$ cat src/rtl/lsu_pkg.sv
// lsu_pkg: shared types and constants for the load/store unit.
// FSM state enum, load fun3 codes, store byte masks, alignment helper.
package lsu_pkg;

    typedef enum logic [1:0] {
        IDLE = 2'd0,
        REQ  = 2'd1,
        DONE = 2'd2
    } lsu_state_e;

    localparam logic [2:0] F3_LB  = 3'b000;
    localparam logic [2:0] F3_LH  = 3'b001;
    localparam logic [2:0] F3_LW  = 3'b010;
    localparam logic [2:0] F3_LBU = 3'b100;
    localparam logic [2:0] F3_LHU = 3'b101;

    localparam logic [3:0] MASK_B = 4'b0001;
    localparam logic [3:0] MASK_H = 4'b0011;
    localparam logic [3:0] MASK_W = 4'b1111;

    // Size comes from the store mask for stores and
    // from fun3[1:0] for loads; byte never misaligns.
    function automatic logic misaligned(
        input logic       is_store,
        input logic [1:0] ld_sz,
        input logic [3:0] st_mask,
        input logic [1:0] lo
    );
        logic w_half;
        logic w_word;
        if (is_store) begin
            w_half = (st_mask == MASK_H);
            w_word = (st_mask == MASK_W);
        end else begin
            w_half = (ld_sz == 2'b01);
            w_word = (ld_sz == 2'b10);
        end
        return (w_half & lo[0]) |
               (w_word & (lo != 2'b00));
    endfunction

endpackage

$ cat src/rtl/lsu_align.sv
// lsu_align: combinational lane logic for the load/store unit.
// Ports: i_st_* store mask/offset/data -> o_st_strb, o_st_data;
//        i_ld_* raw word/offset/fun3 -> o_ld_data (aligned, extended).
module lsu_align
    import lsu_pkg::*;
(
    input  logic [3:0]  i_st_mask,
    input  logic [1:0]  i_st_lo,
    input  logic [31:0] i_st_data,
    output logic [3:0]  o_st_strb,
    output logic [31:0] o_st_data,
    input  logic [31:0] i_ld_raw,
    input  logic [1:0]  i_ld_lo,
    input  logic [2:0]  i_ld_f3,
    output logic [31:0] o_ld_data
);

    logic [31:0] w_ld_sh;

    assign o_st_strb = i_st_mask << i_st_lo;
    assign w_ld_sh   = i_ld_raw >> {i_ld_lo, 3'b000};

    // Replicate the low lanes so the strobe picks
    // the right copy regardless of offset.
    always_comb begin
        o_st_data = i_st_data;
        unique case (i_st_mask)
            MASK_B:  o_st_data = {4{i_st_data[7:0]}};
            MASK_H:  o_st_data = {2{i_st_data[15:0]}};
            default: o_st_data = i_st_data;
        endcase
    end

    always_comb begin
        o_ld_data = '0;
        unique case (i_ld_f3)
            F3_LB:   o_ld_data = {{24{w_ld_sh[7]}},
                                  w_ld_sh[7:0]};
            F3_LH:   o_ld_data = {{16{w_ld_sh[15]}},
                                  w_ld_sh[15:0]};
            F3_LW:   o_ld_data = w_ld_sh;
            F3_LBU:  o_ld_data = {24'd0, w_ld_sh[7:0]};
            F3_LHU:  o_ld_data = {16'd0, w_ld_sh[15:0]};
            default: o_ld_data = '0;
        endcase
    end

endmodule

$ cat src/rtl/lsu_ctrl.sv
// lsu_ctrl: load/store unit controller (IDLE -> REQ -> DONE) with
// misalign detection, bus timeout and load extract/extend.
// Ports: clk, rst (sync, active-high); mem_rd/mem_we, data_mem_opr,
//   data_mem_opw, addr, wdata from the core; stall, rdata, misalign,
//   bus_err to the core; bus_req/we/addr/wstrb/wdata, bus_ack/rdata.
module lsu_ctrl
    import lsu_pkg::*;
#(
    parameter int TIMEOUT = 255
) (
    input  logic        clk,
    input  logic        rst,
    input  logic        mem_rd,
    input  logic        mem_we,
    input  logic [2:0]  data_mem_opr,
    input  logic [3:0]  data_mem_opw,
    input  logic [31:0] addr,
    input  logic [31:0] wdata,
    output logic        stall,
    output logic [31:0] rdata,
    output logic        misalign,
    output logic        bus_err,
    output logic        bus_req,
    output logic        bus_we,
    output logic [31:0] bus_addr,
    output logic [3:0]  bus_wstrb,
    output logic [31:0] bus_wdata,
    input  logic        bus_ack,
    input  logic [31:0] bus_rdata
);

    localparam logic [7:0] TO_LAST = 8'(TIMEOUT - 1);

    lsu_state_e  r_state;
    lsu_state_e  w_next;

    logic [7:0]  r_cnt;
    logic [31:0] r_bus_addr;
    logic [31:0] r_bus_wdata;
    logic [3:0]  r_bus_wstrb;
    logic        r_bus_we;
    logic [1:0]  r_lo;
    logic [2:0]  r_opr;
    logic [31:0] r_rdata;
    logic        r_bus_err;

    logic        w_access;
    logic        w_store;
    logic        w_misal;
    logic        w_stall;
    logic        w_misalign;
    logic        w_start;
    logic        w_ack_hit;
    logic        w_timeout;
    logic [3:0]  w_st_strb;
    logic [31:0] w_st_data;
    logic [31:0] w_ld_data;

    // A store wins when both requests are raised.
    assign w_access = mem_rd | mem_we;
    assign w_store  = mem_we;
    assign w_misal  = misaligned(w_store,
                                 data_mem_opr[1:0],
                                 data_mem_opw,
                                 addr[1:0]);

    lsu_align u_align (
        .i_st_mask (data_mem_opw),
        .i_st_lo   (addr[1:0]),
        .i_st_data (wdata),
        .o_st_strb (w_st_strb),
        .o_st_data (w_st_data),
        .i_ld_raw  (bus_rdata),
        .i_ld_lo   (r_lo),
        .i_ld_f3   (r_opr),
        .o_ld_data (w_ld_data)
    );

    always_ff @(posedge clk) begin
        if (rst) begin
            r_state <= IDLE;
        end else begin
            r_state <= w_next;
        end
    end

    // Ack is checked before the timeout so a
    // last-cycle ack still completes normally.
    always_comb begin
        w_next     = r_state;
        w_stall    = 1'b0;
        w_misalign = 1'b0;
        w_start    = 1'b0;
        w_ack_hit  = 1'b0;
        w_timeout  = 1'b0;
        unique case (r_state)
            IDLE: begin
                if (w_access) begin
                    if (w_misal) begin
                        w_misalign = 1'b1;
                    end else begin
                        w_stall = 1'b1;
                        w_start = 1'b1;
                        w_next  = REQ;
                    end
                end
            end
            REQ: begin
                w_stall = 1'b1;
                if (bus_ack) begin
                    w_ack_hit = 1'b1;
                    w_next    = DONE;
                end else if (r_cnt == TO_LAST) begin
                    w_timeout = 1'b1;
                    w_next    = DONE;
                end
            end
            DONE: begin
                w_next = IDLE;
            end
            default: begin
                w_next = IDLE;
            end
        endcase
    end

    always_ff @(posedge clk) begin
        if (rst) begin
            r_cnt       <= '0;
            r_bus_addr  <= '0;
            r_bus_wdata <= '0;
            r_bus_wstrb <= '0;
            r_bus_we    <= 1'b0;
            r_lo        <= '0;
            r_opr       <= '0;
            r_rdata     <= '0;
            r_bus_err   <= 1'b0;
        end else begin
            r_bus_err <= w_timeout;
            if (w_start) begin
                r_cnt       <= '0;
                r_bus_addr  <= {addr[31:2], 2'b00};
                r_bus_we    <= w_store;
                r_bus_wstrb <= w_store ? w_st_strb : 4'b0;
                r_bus_wdata <= w_store ? w_st_data : '0;
                r_lo        <= addr[1:0];
                r_opr       <= data_mem_opr;
            end else if (r_state == REQ && !bus_ack) begin
                r_cnt <= r_cnt + 8'd1;
            end
            if (w_ack_hit && !r_bus_we) begin
                r_rdata <= w_ld_data;
            end else if (w_timeout) begin
                r_rdata <= '0;
            end
        end
    end

    // Reset masks the combinational handshakes too.
    assign stall     = w_stall & ~rst;
    assign misalign  = w_misalign & ~rst;
    assign bus_req   = (r_state == REQ);
    assign bus_we    = r_bus_we;
    assign bus_addr  = r_bus_addr;
    assign bus_wstrb = r_bus_wstrb;
    assign bus_wdata = r_bus_wdata;
    assign rdata     = r_rdata;
    assign bus_err   = r_bus_err;

endmodule

$ cat config.mk
export PLATFORM = sky130hd
export DESIGN_NAME = lsu_ctrl
export DESIGN_NICKNAME = d
export VERILOG_FILES = /design/src/rtl/lsu_pkg.sv /design/src/rtl/lsu_align.sv /design/src/rtl/lsu_ctrl.sv
export SDC_FILE = /design/constraint.sdc
export NUM_CORES = 1
export LEC_CHECK = 0
export BUFFER_PORTS_ARGS = -buffer_cell sky130_fd_sc_hd__buf_2
export CORE_ASPECT_RATIO = 1.1
export CORE_MARGIN = 2
export CORE_UTILIZATION = 51
export DETAILED_ROUTE_END_ITERATION = 16
export PLACE_DENSITY_LB_ADDON = 0.05
export SETUP_SLACK_MARGIN = 0.05
export SYNTH_ARGS = -nofsm -noshare
export SYNTH_HDL_FRONTEND = slang
export SYNTH_HIERARCHICAL = 1
export SYNTH_SLANG_ARGS = --single-unit
$ cat constraint.sdc
create_clock -name clk -period 2.7 [get_ports clk]
set_input_delay 0 -clock clk [delete_from_list [all_inputs] [get_ports clk]]
set_output_delay 0 -clock clk [all_outputs]
set_load 0.02 [all_outputs]
==> results.json <==
{
  "status": "finished clean",
  "cp.arrival_ps": 2420,
  "power_per_cell_area_nw_per_um2": 687.4,
  "wl_um": 17110,
  "async_flop_share": 0,
  "die_area_um2": 11860,
  "yosys_most_used_dff": "dfxtp_1",
  "drtAntennaViolNets": 0,
  "dpl_worst_slack_ps": 738.9,
  "maxCapViolCount": 0,
  "clk_pin_slew_worst_paths_ps": 50,
  "cts_resized": 0,
  "dp_hpwl_um": 11140,
  "grt_pass1_wl_um": 27410,
  "worstPathRequired_ps": 3020,
  "cp-start-kind": "input pin",
  "period_share": 0.7765,
  "cellLeakagePower_nw": 3.580,
  "synth.avg_cell_area_um2": 9.467,
  "drt_iter0_drc": 304,
  "io_pins": 213,
  "rows": 40,
  "tns_ps": 0,
  "cts_max_path_buffers": 2,
  "final_nets": 949,
  "routedWlPerCell_um": 17.13,
  "die_w_um": 104.0,
  "end_kind": "flip-flop",
  "grt_max_degree": 109,
  "critPathSlowestCell": "o21a_2",
  "cp_max_fo": 22,
  "num_vias": 5584,
  "rsz0062_at_grt": "no",
  "root_buffer": "clkbuf_16",
  "vias_per_cell": 5.590,
  "regArea_um2": 2302,
  "most-common-layout-cells": "buf_2, dfxtp_1, nand2_1, dlygate4sd3_1, mux2i_1",
  "antenna_found_initial": 0,
  "htreeDepth": 4,
  "clock_sink_count": 115,
  "initial_utilization": 0.5193,
  "ys_seq_elements": 115,
  "ys_seq_area_frac": 0.4101,
  "fillers": 822,
  "grt_overflow": 0,
  "grt_pass1_vias": 5683,
  "crit_type": "input pin to flip-flop",
  "max_freq_mhz": 477.0,
  "area_growth_pct": 40.76,
  "antennaDiodeCount": 0,
  "io_buffers": 210,
  "die_y_um": 114.0,
  "synthCells": 593,
  "grtUsageTotal": 0.2858,
  "crit_chain": "dlygate4sd3_1 > buf_2 > and3b_4 > o32ai_4 > o21a_2 > buf_12 > mux2i_1",
  "fin_crit_ps": 2097,
  "final_max_slew_viol_count": 0,
  "irDropWorstVdd_mv": 0.5532,
  "multi_input_area_um2": 2958,
  "tightest_slew_ps": 790.2,
  "cts_tree": "yes",
  "setup_viol_count_final": 0,
  "ys_types": 57,
  "gp_congestion": 0.9046,
  "report.power.total_mw": 5.433,
  "drive_gt1_frac": 0.3392,
  "slew-limit-headroom": 0.4721,
  "cts-buffers-inserted": 17,
  "clock_skew_ps": 5.418,
  "setup_ws_ps": 603.5,
  "hold_path_class": "input pin to flip-flop",
  "finalHoldViolCount": 0,
  "first_pass_iters": 4,
  "drc_errors": 0,
  "core_um2": 10810,
  "synth_area_um2": 5614,
  "synth_warnings": 6,
  "layout_commonest_cell": "buf_2",
  "crit_path_max_incr_delay_ps": 640,
  "clk_latency_ps": 400,
  "synth-edff-count": 0
}
-- kinds of logic after synthesis --
group           share of synthesized area
compound gates                     0.2017
xor+xnor                          0.01092
fa+ha+maj                        0.004457
buf+inv                           0.06842
flops                              0.4101
mux                                0.1482
other cells                     0.0006680
simple gates                       0.1556
-- critical path, delay by kind of cell --
kind / cells / cell delay, ps
AOI/OAI and AO/OA: 2 / 970
buffers and inverters: 3 / 1000
muxes: 1 / 230
and+or+nand+nor: 1 / 200
-- stage by stage --
step	cells	util	cell area, um2	hold WS (ps)
after floorplan	594	-	5618	142.1
after global placement	901	0.6111	6606	247.7
after detailed placement	901	0.6111	6606	256.9
after CTS	999	0.7310	7903	2.571
after global routing	999	0.7310	7903	29.03
final	999	0.7310	7903	10.04
-- state kept, by name, indices dropped and copies added, names as in the netlist --
signal and flops:
bus_wdata 32, rdata 32, bus_addr 30, r_cnt 8
bus_wstrb 4, r_opr 3, r_lo 2, r_state 2
bus_err 1, bus_we 1
-- layer usage --
layer	GRT usage	wire, um
met1	0.3112	6485
met2	0.5158	8841
met3	0.08571	1251
met4	0.1261	532
met5	0	0
-- final timing paths --
| kind | startpoint | end | slack, ps | cells after the start |
|---|---|---|---|---|
| worst max register to register | r_state[1] | bus_addr[14] | 750 | 4 |
| worst min-delay path | bus_rdata[27] | rdata[27] | 10 | 4 |
| worst max-delay path | addr[0] | bus_addr[14] | 600 | 7 |
| worst min register to register | bus_addr[17] | bus_addr[17] | 450 | 2 |
-- cell usage after synthesis (2+ instances only) --
cell / instances / area share
a21o_1: 7 / 0.0094
ha_1: 2 / 0.0045
a32o_1: 36 / 0.064
nor2b_1: 13 / 0.014
buf_4: 14 / 0.019
nand2_1: 85 / 0.057
mux2i_1: 64 / 0.11
nor2_1: 50 / 0.033
nand3_1: 4 / 0.0036
buf_2: 10 / 0.0089
a21oi_1: 11 / 0.0098
a22oi_1: 32 / 0.043
a211oi_1: 15 / 0.020
and4_1: 2 / 0.0031
dfxtp_1: 115 / 0.41
xor2_1: 3 / 0.0047
inv_1: 2 / 0.0013
o21ai_0: 16 / 0.014
xnor2_1: 4 / 0.0062
and2_1: 2 / 0.0022
clkbuf_1: 25 / 0.017
o2bb2ai_1: 7 / 0.011
nor3_2: 3 / 0.0053
o22ai_1: 2 / 0.0022
buf_6: 11 / 0.022
nor3b_1: 2 / 0.0027
and3_1: 2 / 0.0022
o21ai_1: 2 / 0.0018
nor3_1: 8 / 0.0071
mux2_2: 17 / 0.034
-- report_power, final --
group	switching (mW)	leakage (nW)	total [mW]	internal [mW]
clock	0.794	0.313	2.39	1.59
sequential	0.0823	0.939	1.90	1.82
combinational	0.662	2.33	1.14	0.481
total	1.54	3.58	5.43	3.89
-- repair_timing --
item | in CTS | in global routing
buffers inserted | 0 | 0
hold buffers | 66 | 0
hold endpoints to repair | 66 | 0
-- area by class of cell --
cell class                      instances  share of cell area
Sequential cell                       115              0.2913
Inverter                                3            0.001425
Clock inverter                         13             0.02312
Tap cell                              147             0.02327
Clock buffer                           19             0.05731
Multi-Input combinational cell        416              0.3743
Timing Repair Buffer                  286              0.2293
No activity file was read; power rests on OpenSTA's default activity.
